===== config.mk =====
export PLATFORM = sky130hd
export DESIGN_NAME = fp16_div_sequencer
export DESIGN_NICKNAME = d
export VERILOG_FILES = /design/src/rtl/fp16_div_pkg.sv /design/src/rtl/fp16_mant_div_iter.sv /design/src/rtl/fp16_div_sequencer.sv
export SDC_FILE = /design/constraint.sdc
export NUM_CORES = 1
export LEC_CHECK = 0
export CORE_MARGIN = 5
export CORE_UTILIZATION = 57
export CTS_CLUSTER_DIAMETER = 120
export CTS_CLUSTER_SIZE = 14
export DETAILED_ROUTE_END_ITERATION = 6
export DONT_BUFFER_PORTS = 1
export GPL_ROUTABILITY_DRIVEN = 0
export MAX_ROUTING_LAYER = met4
export PLACE_DENSITY = 0.81
export SETUP_SLACK_MARGIN = 0.5
export SYNTH_ARGS = -nofsm -noshare
export SYNTH_HDL_FRONTEND = slang
export SYNTH_SLANG_ARGS = --single-unit

===== constraint.sdc =====
create_clock -name clk -period 5.2 [get_ports clk]
set_clock_uncertainty 0.05 [all_clocks]
set_input_delay 0.78 -clock clk [delete_from_list [all_inputs] [get_ports clk]]
set_output_delay 0.78 -clock clk [all_outputs]
set_load 0.1 [all_outputs]

===== src/rtl/fp16_div_pkg.sv =====
// ---------------------------------------------------------------------------
// fp16_div_pkg
// Shared definitions for the FP16 divider sequencer and its mantissa
// iteration unit: sequencer state encoding, FP16 field layout, exponent
// bias, quotient width, special-value constants and operand classification.
// ---------------------------------------------------------------------------
package fp16_div_pkg;

  // FP16 field layout: {sign, exp[14:10], mant[9:0]}
  localparam int SIGN_POS = 15;
  localparam int EXP_W    = 5;
  localparam int MANT_W   = 10;
  localparam int EXP_LSB  = MANT_W;
  localparam int EXP_MSB  = MANT_W + EXP_W - 1;

  localparam int EXP_BIAS = 15;
  // 11 significant quotient bits plus one normalisation bit
  localparam int Q_BITS   = 12;

  localparam logic [15:0]      QNAN    = 16'h7E00;
  localparam logic [EXP_W-1:0] INF_EXP = 5'h1F;

  typedef enum logic [2:0] {
    IDLE,
    CHECK,
    ITER,
    NORM,
    DONE
  } state_t;

  function automatic logic [EXP_W-1:0] exp_of(input logic [15:0] x);
    return x[EXP_MSB:EXP_LSB];
  endfunction

  function automatic logic [MANT_W-1:0] mant_of(input logic [15:0] x);
    return x[MANT_W-1:0];
  endfunction

  function automatic logic is_nan(input logic [15:0] x);
    return (exp_of(x) == INF_EXP) && (mant_of(x) != '0);
  endfunction

  function automatic logic is_inf(input logic [15:0] x);
    return (exp_of(x) == INF_EXP) && (mant_of(x) == '0);
  endfunction

  // Subnormals are flushed: any zero exponent counts as zero.
  function automatic logic is_zero(input logic [15:0] x);
    return exp_of(x) == '0;
  endfunction

endpackage


===== src/rtl/fp16_mant_div_iter.sv =====
// ---------------------------------------------------------------------------
// fp16_mant_div_iter
// Restoring mantissa divider producing one quotient bit per step.
//
// Ports:
//   clk   in   system clock, rising edge
//   res   in   asynchronous active-low reset
//   load  in   capture ma as the remainder, mb as the divisor, clear q/count
//   step  in   perform one restoring iteration
//   ma    in   dividend significand {1, mant}
//   mb    in   divisor significand {1, mant}
//   q     out  quotient bits, MSB first (q[Q_BITS-1] is the integer bit)
//   last  out  high while the step in progress is the final one
// ---------------------------------------------------------------------------
module fp16_mant_div_iter #(
  parameter int Q_BITS = fp16_div_pkg::Q_BITS
) (
  input  logic                          clk,
  input  logic                          res,
  input  logic                          load,
  input  logic                          step,
  input  logic [fp16_div_pkg::MANT_W:0] ma,
  input  logic [fp16_div_pkg::MANT_W:0] mb,
  output logic [Q_BITS-1:0]             q,
  output logic                          last
);
  import fp16_div_pkg::*;

  localparam int SIG_W = MANT_W + 1;
  // The remainder stays below 2*mb, so one bit above the significand is enough.
  localparam int R_W   = SIG_W + 1;
  localparam int CNT_W = $clog2(Q_BITS);

  logic [R_W-1:0]   r;
  logic [R_W-1:0]   r_next;
  logic [R_W-1:0]   diff;
  logic [SIG_W-1:0] mb_q;
  logic [CNT_W-1:0] count;
  logic             qbit;

  // One restoring step: subtract when the remainder covers the divisor,
  // then shift the remainder left to line up the next quotient bit.
  always_comb begin
    diff   = r - {1'b0, mb_q};
    qbit   = (r >= {1'b0, mb_q});
    r_next = qbit ? (diff << 1) : (r << 1);
  end

  assign last = (count == CNT_W'(Q_BITS - 1));

  always_ff @(posedge clk or negedge res) begin
    if (!res) begin
      r     <= '0;
      mb_q  <= '0;
      q     <= '0;
      count <= '0;
    end else if (load) begin
      r     <= {1'b0, ma};
      mb_q  <= mb;
      q     <= '0;
      count <= '0;
    end else if (step) begin
      r     <= r_next;
      q     <= {q[Q_BITS-2:0], qbit};
      count <= count + CNT_W'(1);
    end
  end

endmodule


===== src/rtl/fp16_div_sequencer.sv =====
// ---------------------------------------------------------------------------
// fp16_div_sequencer
// Sequencing controller for the FP16 divider. Latches operands on start,
// screens special operands, runs a restoring mantissa division (one bit per
// clock), normalises, range-checks the exponent and returns a registered
// FP16 quotient with status flags and a one-cycle done pulse.
//
// Ports:
//   clk          in   system clock, rising edge
//   res          in   asynchronous active-low reset
//   start        in   request a division (sampled only in IDLE)
//   divisible    in   FP16 dividend
//   divider      in   FP16 divisor
//   busy         out  high whenever the sequencer is not idle
//   done         out  one-cycle pulse, result and flags valid
//   result       out  FP16 quotient, held until the next accepted start
//   div_by_zero  out  nonzero / zero
//   invalid      out  NaN operand, 0/0 or inf/inf
//   overflow     out  result exponent >= 31
//   underflow    out  result exponent <= 0, flushed to zero
// ---------------------------------------------------------------------------
module fp16_div_sequencer #(
  parameter int EXP_BIAS = fp16_div_pkg::EXP_BIAS,
  parameter int Q_BITS   = fp16_div_pkg::Q_BITS
) (
  input  logic        clk,
  input  logic        res,
  input  logic        start,
  input  logic [15:0] divisible,
  input  logic [15:0] divider,
  output logic        busy,
  output logic        done,
  output logic [15:0] result,
  output logic        div_by_zero,
  output logic        invalid,
  output logic        overflow,
  output logic        underflow
);
  import fp16_div_pkg::*;

  state_t state;
  state_t state_n;

  logic [15:0]       a_q;
  logic [15:0]       b_q;
  logic              sign_q;
  logic signed [6:0] exp_q;

  logic              load;
  logic              step;
  logic [Q_BITS-1:0] q;
  logic              iter_last;

  logic              sign_c;
  logic [6:0]        exp_c;
  logic              special;
  logic [15:0]       special_result;
  logic              special_invalid;
  logic              special_dbz;

  logic signed [6:0] exp_adj;
  logic [MANT_W-1:0] mant_n;
  logic [15:0]       norm_result;
  logic              norm_ovf;
  logic              norm_unf;

  assign busy = (state != IDLE);
  assign done = (state == DONE);

  fp16_mant_div_iter #(
    .Q_BITS (Q_BITS)
  ) u_iter (
    .clk  (clk),
    .res  (res),
    .load (load),
    .step (step),
    .ma   ({1'b1, mant_of(a_q)}),
    .mb   ({1'b1, mant_of(b_q)}),
    .q    (q),
    .last (iter_last)
  );

  // Operand screening on the latched operands, in priority order.
  // Also forms the biased exponent difference for the normal path.
  always_comb begin
    sign_c          = a_q[SIGN_POS] ^ b_q[SIGN_POS];
    exp_c           = {2'b00, exp_of(a_q)} - {2'b00, exp_of(b_q)} + 7'(EXP_BIAS);
    special         = 1'b1;
    special_result  = '0;
    special_invalid = 1'b0;
    special_dbz     = 1'b0;
    if (is_nan(a_q) || is_nan(b_q) ||
        (is_zero(a_q) && is_zero(b_q)) ||
        (is_inf(a_q) && is_inf(b_q))) begin
      special_result  = QNAN;
      special_invalid = 1'b1;
    end else if (is_zero(b_q)) begin
      special_result = {sign_c, INF_EXP, {MANT_W{1'b0}}};
      special_dbz    = 1'b1;
    end else if (is_zero(a_q) || is_inf(b_q)) begin
      special_result = {sign_c, 15'h0000};
    end else if (is_inf(a_q)) begin
      special_result = {sign_c, INF_EXP, {MANT_W{1'b0}}};
    end else begin
      special = 1'b0;
    end
  end

  // Normalisation: the quotient of two significands lies in (0.5, 2), so at
  // most a single left shift is needed. Extra quotient bits are truncated.
  always_comb begin
    if (q[Q_BITS-1]) begin
      exp_adj = exp_q;
      mant_n  = q[Q_BITS-2 -: MANT_W];
    end else begin
      exp_adj = exp_q - 7'sd1;
      mant_n  = q[Q_BITS-3 -: MANT_W];
    end
    norm_ovf    = (exp_adj >= 7'sd31);
    norm_unf    = (exp_adj <= 7'sd0);
    norm_result = {sign_q, exp_adj[EXP_W-1:0], mant_n};
    if (norm_ovf) begin
      norm_result = {sign_q, INF_EXP, {MANT_W{1'b0}}};
    end else if (norm_unf) begin
      norm_result = {sign_q, 15'h0000};
    end
  end

  // State register.
  always_ff @(posedge clk or negedge res) begin
    if (!res) begin
      state <= IDLE;
    end else begin
      state <= state_n;
    end
  end

  // Next-state logic and iteration control.
  always_comb begin
    state_n = state;
    load    = 1'b0;
    step    = 1'b0;
    case (state)
      IDLE: begin
        if (start) state_n = CHECK;
      end
      CHECK: begin
        if (special) begin
          state_n = DONE;
        end else begin
          state_n = ITER;
          load    = 1'b1;
        end
      end
      ITER: begin
        step = 1'b1;
        if (iter_last) state_n = NORM;
      end
      NORM:    state_n = DONE;
      DONE:    state_n = IDLE;
      default: state_n = IDLE;
    endcase
  end

  // Operand capture and registered result/flags. Result and flags only
  // change on an accepted start, a special-case resolve, or normalisation.
  always_ff @(posedge clk or negedge res) begin
    if (!res) begin
      a_q         <= '0;
      b_q         <= '0;
      sign_q      <= 1'b0;
      exp_q       <= '0;
      result      <= '0;
      div_by_zero <= 1'b0;
      invalid     <= 1'b0;
      overflow    <= 1'b0;
      underflow   <= 1'b0;
    end else begin
      case (state)
        IDLE: begin
          if (start) begin
            a_q         <= divisible;
            b_q         <= divider;
            result      <= '0;
            div_by_zero <= 1'b0;
            invalid     <= 1'b0;
            overflow    <= 1'b0;
            underflow   <= 1'b0;
          end
        end
        CHECK: begin
          sign_q <= sign_c;
          if (special) begin
            result      <= special_result;
            invalid     <= special_invalid;
            div_by_zero <= special_dbz;
          end else begin
            exp_q <= exp_c;
          end
        end
        NORM: begin
          result    <= norm_result;
          overflow  <= norm_ovf;
          underflow <= norm_unf;
        end
        default: ;
      endcase
    end
  end

endmodule

==> results.sh, run 1 <==
export IMPL_post_cts_setup_buffers=0
export IMPL_crit_arrival_ns=3.54
export IMPL_cpMostUsedCell="o211ai_1"
export IMPL_synth_largest_area_cell="dfrtp_1"
export IMPL_synth_edf_count=0
export IMPL_placed_area_um2=5490
export IMPL_die_area_um2=11500
export IMPL_htree_num_levels=3
export IMPL_antenna_found_initial=0
export IMPL_clock_latency_ns=0.37
export IMPL_initial_core_util_pct=58.3
export IMPL_hold_viol=0
export IMPL_finalNetCount=585
export IMPL_worst_ep_required_time_ns=5.43
export IMPL_syn_instance_count=536
export IMPL_io_buffer_count=0
export IMPL_wl_per_cell_um=17.0
export IMPL_max_freq_mhz=302
export IMPL_final_area_um2=5670
export IMPL_diodes=0
export IMPL_syn_avg_cell_area_um2=10.0
export IMPL_hold_path_class="input pin to async pin"
export IMPL_synth_top_cell_area_share_pct=47.4
export IMPL_core_area_um2=9240
export IMPL_syn_num_nets=592
export IMPL_cts_buffer_depth=2
export IMPL_yosysWarnings=0
export IMPL_rsz0062_at_grt="false"
export IMPL_grt_max_degree=103
export IMPL_chipWidth_um=107
export IMPL_synth_xor_area_share_pct=3.25
export IMPL_yosys_area_share_simple_pct=17.0
export IMPL_tns_ns=0
export IMPL_yosysSeqAreaShare_pct=47.4
export IMPL_ioPinCount=57
export IMPL_grtUsageMet1_pct=27.6
export IMPL_outcome="finished, final reports clean"
export IMPL_die_h_um=107
export IMPL_drtPass1Iterations=5
export IMPL_ant_nets=0
export IMPL_met2_usage_pct=32.6
export IMPL_synth_top_family_by_area="simple AND/OR/NAND/NOR gates"
export IMPL_synthTopCellsByCount="dfrtp_1 (102), nand2_1 (88), o21ai_1 (33), mux2_2 (30), inv_1 (26)"
export IMPL_finalCritPeriodShare_pct=63.7
export IMPL_p_sw_mw=2.05
export IMPL_cts_resized_gates=0
export IMPL_synth_adder_area_share_pct=5.16
export IMPL_yosys_top_cells_area="dfrtp_1 (47%), mux2_2 (6.3%), nand2_1 (6.1%)"
export IMPL_place_hpwl_um=8250
export IMPL_yosysUniqueCellTypes=63
export IMPL_syn_to_final_growth_pct=5.25
export IMPL_drtIter0Drc=210
export IMPL_cap_viol_max_count=0
export IMPL_p_leak_nw=2.46
export IMPL_combPwrFrac_pct=51.2
export IMPL_grt_pass1_wl_um=19100
export IMPL_cts_buffers=9
export IMPL_layout_drive_gt1_share_pct=11.6
export IMPL_critPathSlowestCell="o211ai_1"
export IMPL_cp_max_fo=13
export IMPL_gr_usage_met3_pct=5.00
export IMPL_wirelength_um=11300
export IMPL_grt_pass1_vias=3904
export IMPL_max_vdd_ir_drop_mv=0.439
export IMPL_clkTransAtPathRegs_ns=0.11
export IMPL_cts_sink_count=102
export IMPL_synthMuxAreaShare_pct=9.43
export IMPL_finalSetupViolCount=0
export IMPL_end_kind="register"
export IMPL_critical_path_class="register to register"
export IMPL_synth_ff_latch_count=102
export IMPL_tritoncts="yes"
export IMPL_p_clk_share_pct=10.8
export IMPL_fin_util_pct=61.3
export IMPL_remaining_drc_errors=0
export IMPL_synth_compound_area_share_pct=14.2
export IMPL_maxSlewHeadroom_pct=14.1
export IMPL_syn_area_um2=5390
export IMPL_intPower_mw=2.24
export IMPL_p_seq_share_pct=38.0
export IMPL_synth_most_common_cell="dfrtp_1"
export IMPL_path_cells="ha_1, fa_1, nand2b_1, a211oi_1, nor3_1, o211ai_1, mux2_2, o211ai_1"
export IMPL_synth_ff_type="dfrtp_1"
export IMPL_startpoint_type="register"
export IMPL_pwr_density_cell_nw_per_um2=758
export IMPL_rows=35
export IMPL_grt_busiest_layer="met2"
export IMPL_grtUsageTotal_pct=21.3
export IMPL_route_vias_total=3944
export IMPL_fin_crit_ns=3.31
export IMPL_p_sw_share_pct=47.8
export IMPL_tightest_slew_ns=1.28
export IMPL_grt_overflow_total=0
export IMPL_vias_per_cell=5.95
export IMPL_async_flop_share_pct=100
export IMPL_cts_root_buf="clkbuf_8"
export IMPL_cpPeakStageDelay_ns=1.01
export IMPL_ctsHoldBuffers=0
export IMPL_maxSlewViolCount=0
## worst max-delay path: cells and delay by family (launching register included)
family,cells,cell delay [ns]
simple gates,2,0.31
compound gates,3,1.39
fa+ha+maj,2,0.64
mux,1,0.43
flops,1,0.39
## placed cells by master, fill, tap and decap left out, types with 6 or more instances in the layout
cell      instances
inv_1            26
nand2_1          88
nor3_1            7
and3_1            7
dfrtp_1         102
xnor2_1          13
xor2_1            7
mux2i_1          17
nor4_1            6
o211ai_1         10
nor2b_1           7
mux2_2           30
nor2_1           23
ha_1             19
clkbuf_8          9
a21oi_1          10
o21ai_0          17
o21ai_1          33
nand3_1          16
## path summary, 6_finish.rpt
check / startpoint / endpoint / slack [ns] / depth (start not counted)
min reg2reg: u_iter.mb_q[10] / u_iter.mb_q[10] / 0.44 / 2
max in group asynchronous: res / exp_q[0] / 4.88 / 0
min: res / result[11] / 0.04 / 0
max: u_iter.mb_q[0] / u_iter.r[2] / 1.89 / 8
max reg2reg: u_iter.mb_q[0] / u_iter.r[2] / 1.89 / 8
min in group clk: u_iter.mb_q[10] / u_iter.mb_q[10] / 0.44 / 2
## power groups by stage
stage | sequential (mW) | clock (mW) | combinational (mW)
2_1_floorplan | 1.53 | 0 | 1.85
3_3_place_gp | 1.62 | 0 | 2.09
3_5_place_dp | 1.65 | 0 | 2.18
4_1_cts | 1.63 | 0.471 | 2.20
5_1_grt | 1.68 | 0.504 | 2.46
6_report | 1.64 | 0.464 | 2.20
## cell type report
class	instances	area (um2)
Inverter	26	97.6
Multi-Input combinational cell	388	2650
Tap cell	129	161
Sequential cell	102	2550
Clock buffer	10	128
Clock inverter	6	46.3
Fill cell	739	3570
Timing Repair Buffer	2	35.0
## metrics by stage
step | instances | worst slack (ns) | power, mW | hold slack [ns]
after floorplan | 536 | 1.58 | 3.37 | 0.368
after global placement | 647 | 2.01 | 3.71 | 0.384
after detailed placement | 647 | 1.89 | 3.83 | 0.423
after CTS | 663 | 1.89 | 4.30 | 0.0263
after global routing | 663 | 1.66 | 4.64 | 0.0194
final | 663 | 1.89 | 4.30 | 0.0428
## kinds of logic (layout without fill, tap and decap cells)
kind of cell,after synthesis,after routing
AOI/OAI and AO/OA,116,116
xor gates and xnor gates,20,20
adders and majority gates,21,21
buffers and inverters,46,44
DFF,102,102
muxes,47,47
and+or+nand+nor,184,184
## sequential cells by signal, indices dropped and copies added, names as in the netlist
signal	flops
a_q	16
result	16
sign_q	1
exp_q	7
u_iter.count	4
div_by_zero	1
u_iter.r	12
u_iter.q	12
state	3
u_iter.mb_q	11
overflow	1
underflow	1
invalid	1
b_q	16
## per-layer routing
| layer | up-vias | wire (um) |
|---|---|---|
| met2 | 122 | 5300 |
| met3 | 28 | 628 |
| met1 | 1903 | 5060 |
| met4 | 0 | 301 |
| li1 | 1891 | - |
| met5 | - | 0 |
Power figures use the tool's default switching activity.
==> run 2: changes to the inputs <==
- PLACE_DENSITY: 0.81 -> 0.84
- clock period: 5.2 -> 2.9 ns (I/O delays scaled with it)
==> results.sh, run 2 (same netlist as run 1, synthesis figures left out) <==
export IMPL_final_area_um2=5970
export IMPL_ff2ff_path_depth=10
export IMPL_die_area_um2=11500
export IMPL_reg_largest_list="a_q x16, b_q x16, result x16"
export IMPL_grt_max_degree=103
export IMPL_cts_root_buf="clkbuf_8"
export IMPL_maxSlewHeadroom_pct=38.1
export IMPL_end_kind="register"
export IMPL_rsz0062_at_grt="true"
export IMPL_mostFrequentLayoutCells="dfrtp_1 (101), nand2_1 (86), o21ai_1 (34)"
export IMPL_remaining_drc_errors=0
export IMPL_tightest_slew_ns=0.929
export IMPL_finalWorstSetupSlack_ns=0.518
export IMPL_crit_arrival_ns=2.59
export IMPL_drtIter0Drc=240
export IMPL_initial_core_util_pct=58.3
export IMPL_finalCritPeriodShare_pct=82.1
export IMPL_io_buffer_count=0
export IMPL_critical_path_class="register to register"
export IMPL_finalSetupViolCount=0
export IMPL_die_h_um=107
export IMPL_syn_to_final_growth_pct=10.8
export IMPL_placed_area_um2=5590
export IMPL_cts_sink_count=102
export IMPL_cap_viol_max_count=0
export IMPL_worst_ep_required_time_ns=3.11
export IMPL_maxSlewViolCount=0
export IMPL_hold_viol=102
export IMPL_cp_max_fo=5
export IMPL_ant_nets=0
export IMPL_htree_num_levels=3
export IMPL_route_vias_total=4140
export IMPL_rows=35
export IMPL_hold_path_class="input pin to async pin"
export IMPL_final_common_cell="dfrtp_1"
export IMPL_r2r_slack_ns=0.52
export IMPL_clock_latency_ns=0.39
export IMPL_grtUsageTotal_pct=22.1
export IMPL_cts_buffer_depth=2
export IMPL_vias_per_cell=6.07
export IMPL_rr_endpoint="u_iter.r[4]"
export IMPL_ioPinCount=57
export IMPL_fin_crit_ns=2.38
export IMPL_layout_drive_gt1_share_pct=18.4
export IMPL_finalNetCount=604
export IMPL_core_area_um2=9240
export IMPL_wirelength_um=12200
export IMPL_post_place_ws_ns=0.228
export IMPL_chipWidth_um=107
export IMPL_antenna_found_initial=0
export IMPL_fin_util_pct=64.6
export IMPL_diodes=0
export IMPL_grt_overflow_total=0
export IMPL_tns_ns=0
export IMPL_startpoint_type="register"
export IMPL_max_freq_mhz=420
export IMPL_grt_pass1_wl_um=19900
export IMPL_r2r_start="u_iter.mb_q[0]"
export IMPL_tritoncts="yes"
export IMPL_grt_pass1_vias=4048
export IMPL_outcome="finished, violations left"
export IMPL_place_hpwl_um=8310
export IMPL_drtPass1Iterations=7
export IMPL_wl_per_cell_um=17.9
export IMPL_violations="hold timing"
export IMPL_hold_ws_ns=-0.315
export IMPL_cts_buffers=9
export IMPL_clkTransAtPathRegs_ns=0.11
run 2: cell count changes in the layout (fill, tap and decap cells not counted), moves of 3 or more:
cell and delta:
buf_4 +15, ha_1 -3, ha_2 +3, mux2_2 -3, mux2_4 +3, o21ai_0 -3
run 2: layout make-up:
| class | instances | area, um2 |
|---|---|---|
| Clock buffer | 11 | 141 |
| Tap cell | 129 | 161 |
| Clock inverter | 5 | 42.5 |
| Timing Repair Buffer | 19 | 163 |
| Multi-Input combinational cell | 390 | 2810 |
| Inverter | 26 | 97.6 |
| Sequential cell | 102 | 2550 |
| Fill cell | 701 | 3270 |
run 2: how the worst max path moves through the flow:
| stage | startpoint | endpoint |
|---|---|---|
| finish | u_iter.mb_q[0] | u_iter.r[4] |
| global route | u_iter.mb_q[0] | u_iter.r[3] |
| global placement | u_iter.mb_q[0] | u_iter.r[3] |
| CTS | exp_q[0] | result[12] |
| floorplan | u_iter.mb_q[0] | u_iter.r[3] |
| detailed placement | u_iter.mb_q[0] | u_iter.r[3] |
run 2: per-stage QoR:
step	std cells	hold slack [ns]
2_1_floorplan	536	0.0894
3_3_place_gp	657	0.0937
3_5_place_dp	657	0.0935
4_1_cts	675	-0.327
5_1_grt	682	-0.345
6_report	682	-0.315
run 2: worst max-delay path, cell delays in order (launching register included):
cell,delay (ns)
dfrtp_1,0.40
ha_2,0.21
fa_2,0.35
nand2b_4,0.16
a211oi_2,0.20
nor3_2,0.08
o211ai_1,0.17
buf_4,0.20
buf_6,0.14
mux2i_1,0.22
o211ai_1,0.10
run 2: what timing repair did:
| action | CTS | global route |
|---|---|---|
| gates resized for setup | 4 | 28 |
| pin swaps | 2 | 11 |
| setup buffers | 2 | 5 |
| endpoints found under the setup margin | 23 | 29 |
| gates cloned | 0 | 2 |
| endpoints found under the hold margin | 102 | 102 |
run 2: per-layer routing:
| layer | global-route usage, % | up-vias | share of wire, % |
|---|---|---|---|
| li1 | - | 1943 | - |
| met1 | 29.0 | 2049 | 43 |
| met2 | 34.3 | 130 | 50 |
| met3 | 5.36 | 18 | 5.2 |
| met4 | 6.48 | 0 | 1.7 |
| met5 | - | - | 0 |
Power of run 2 is left out: the tool's default activity adds up to more than one toggle a clock period on the data nets, which glitch-free logic cannot reach.
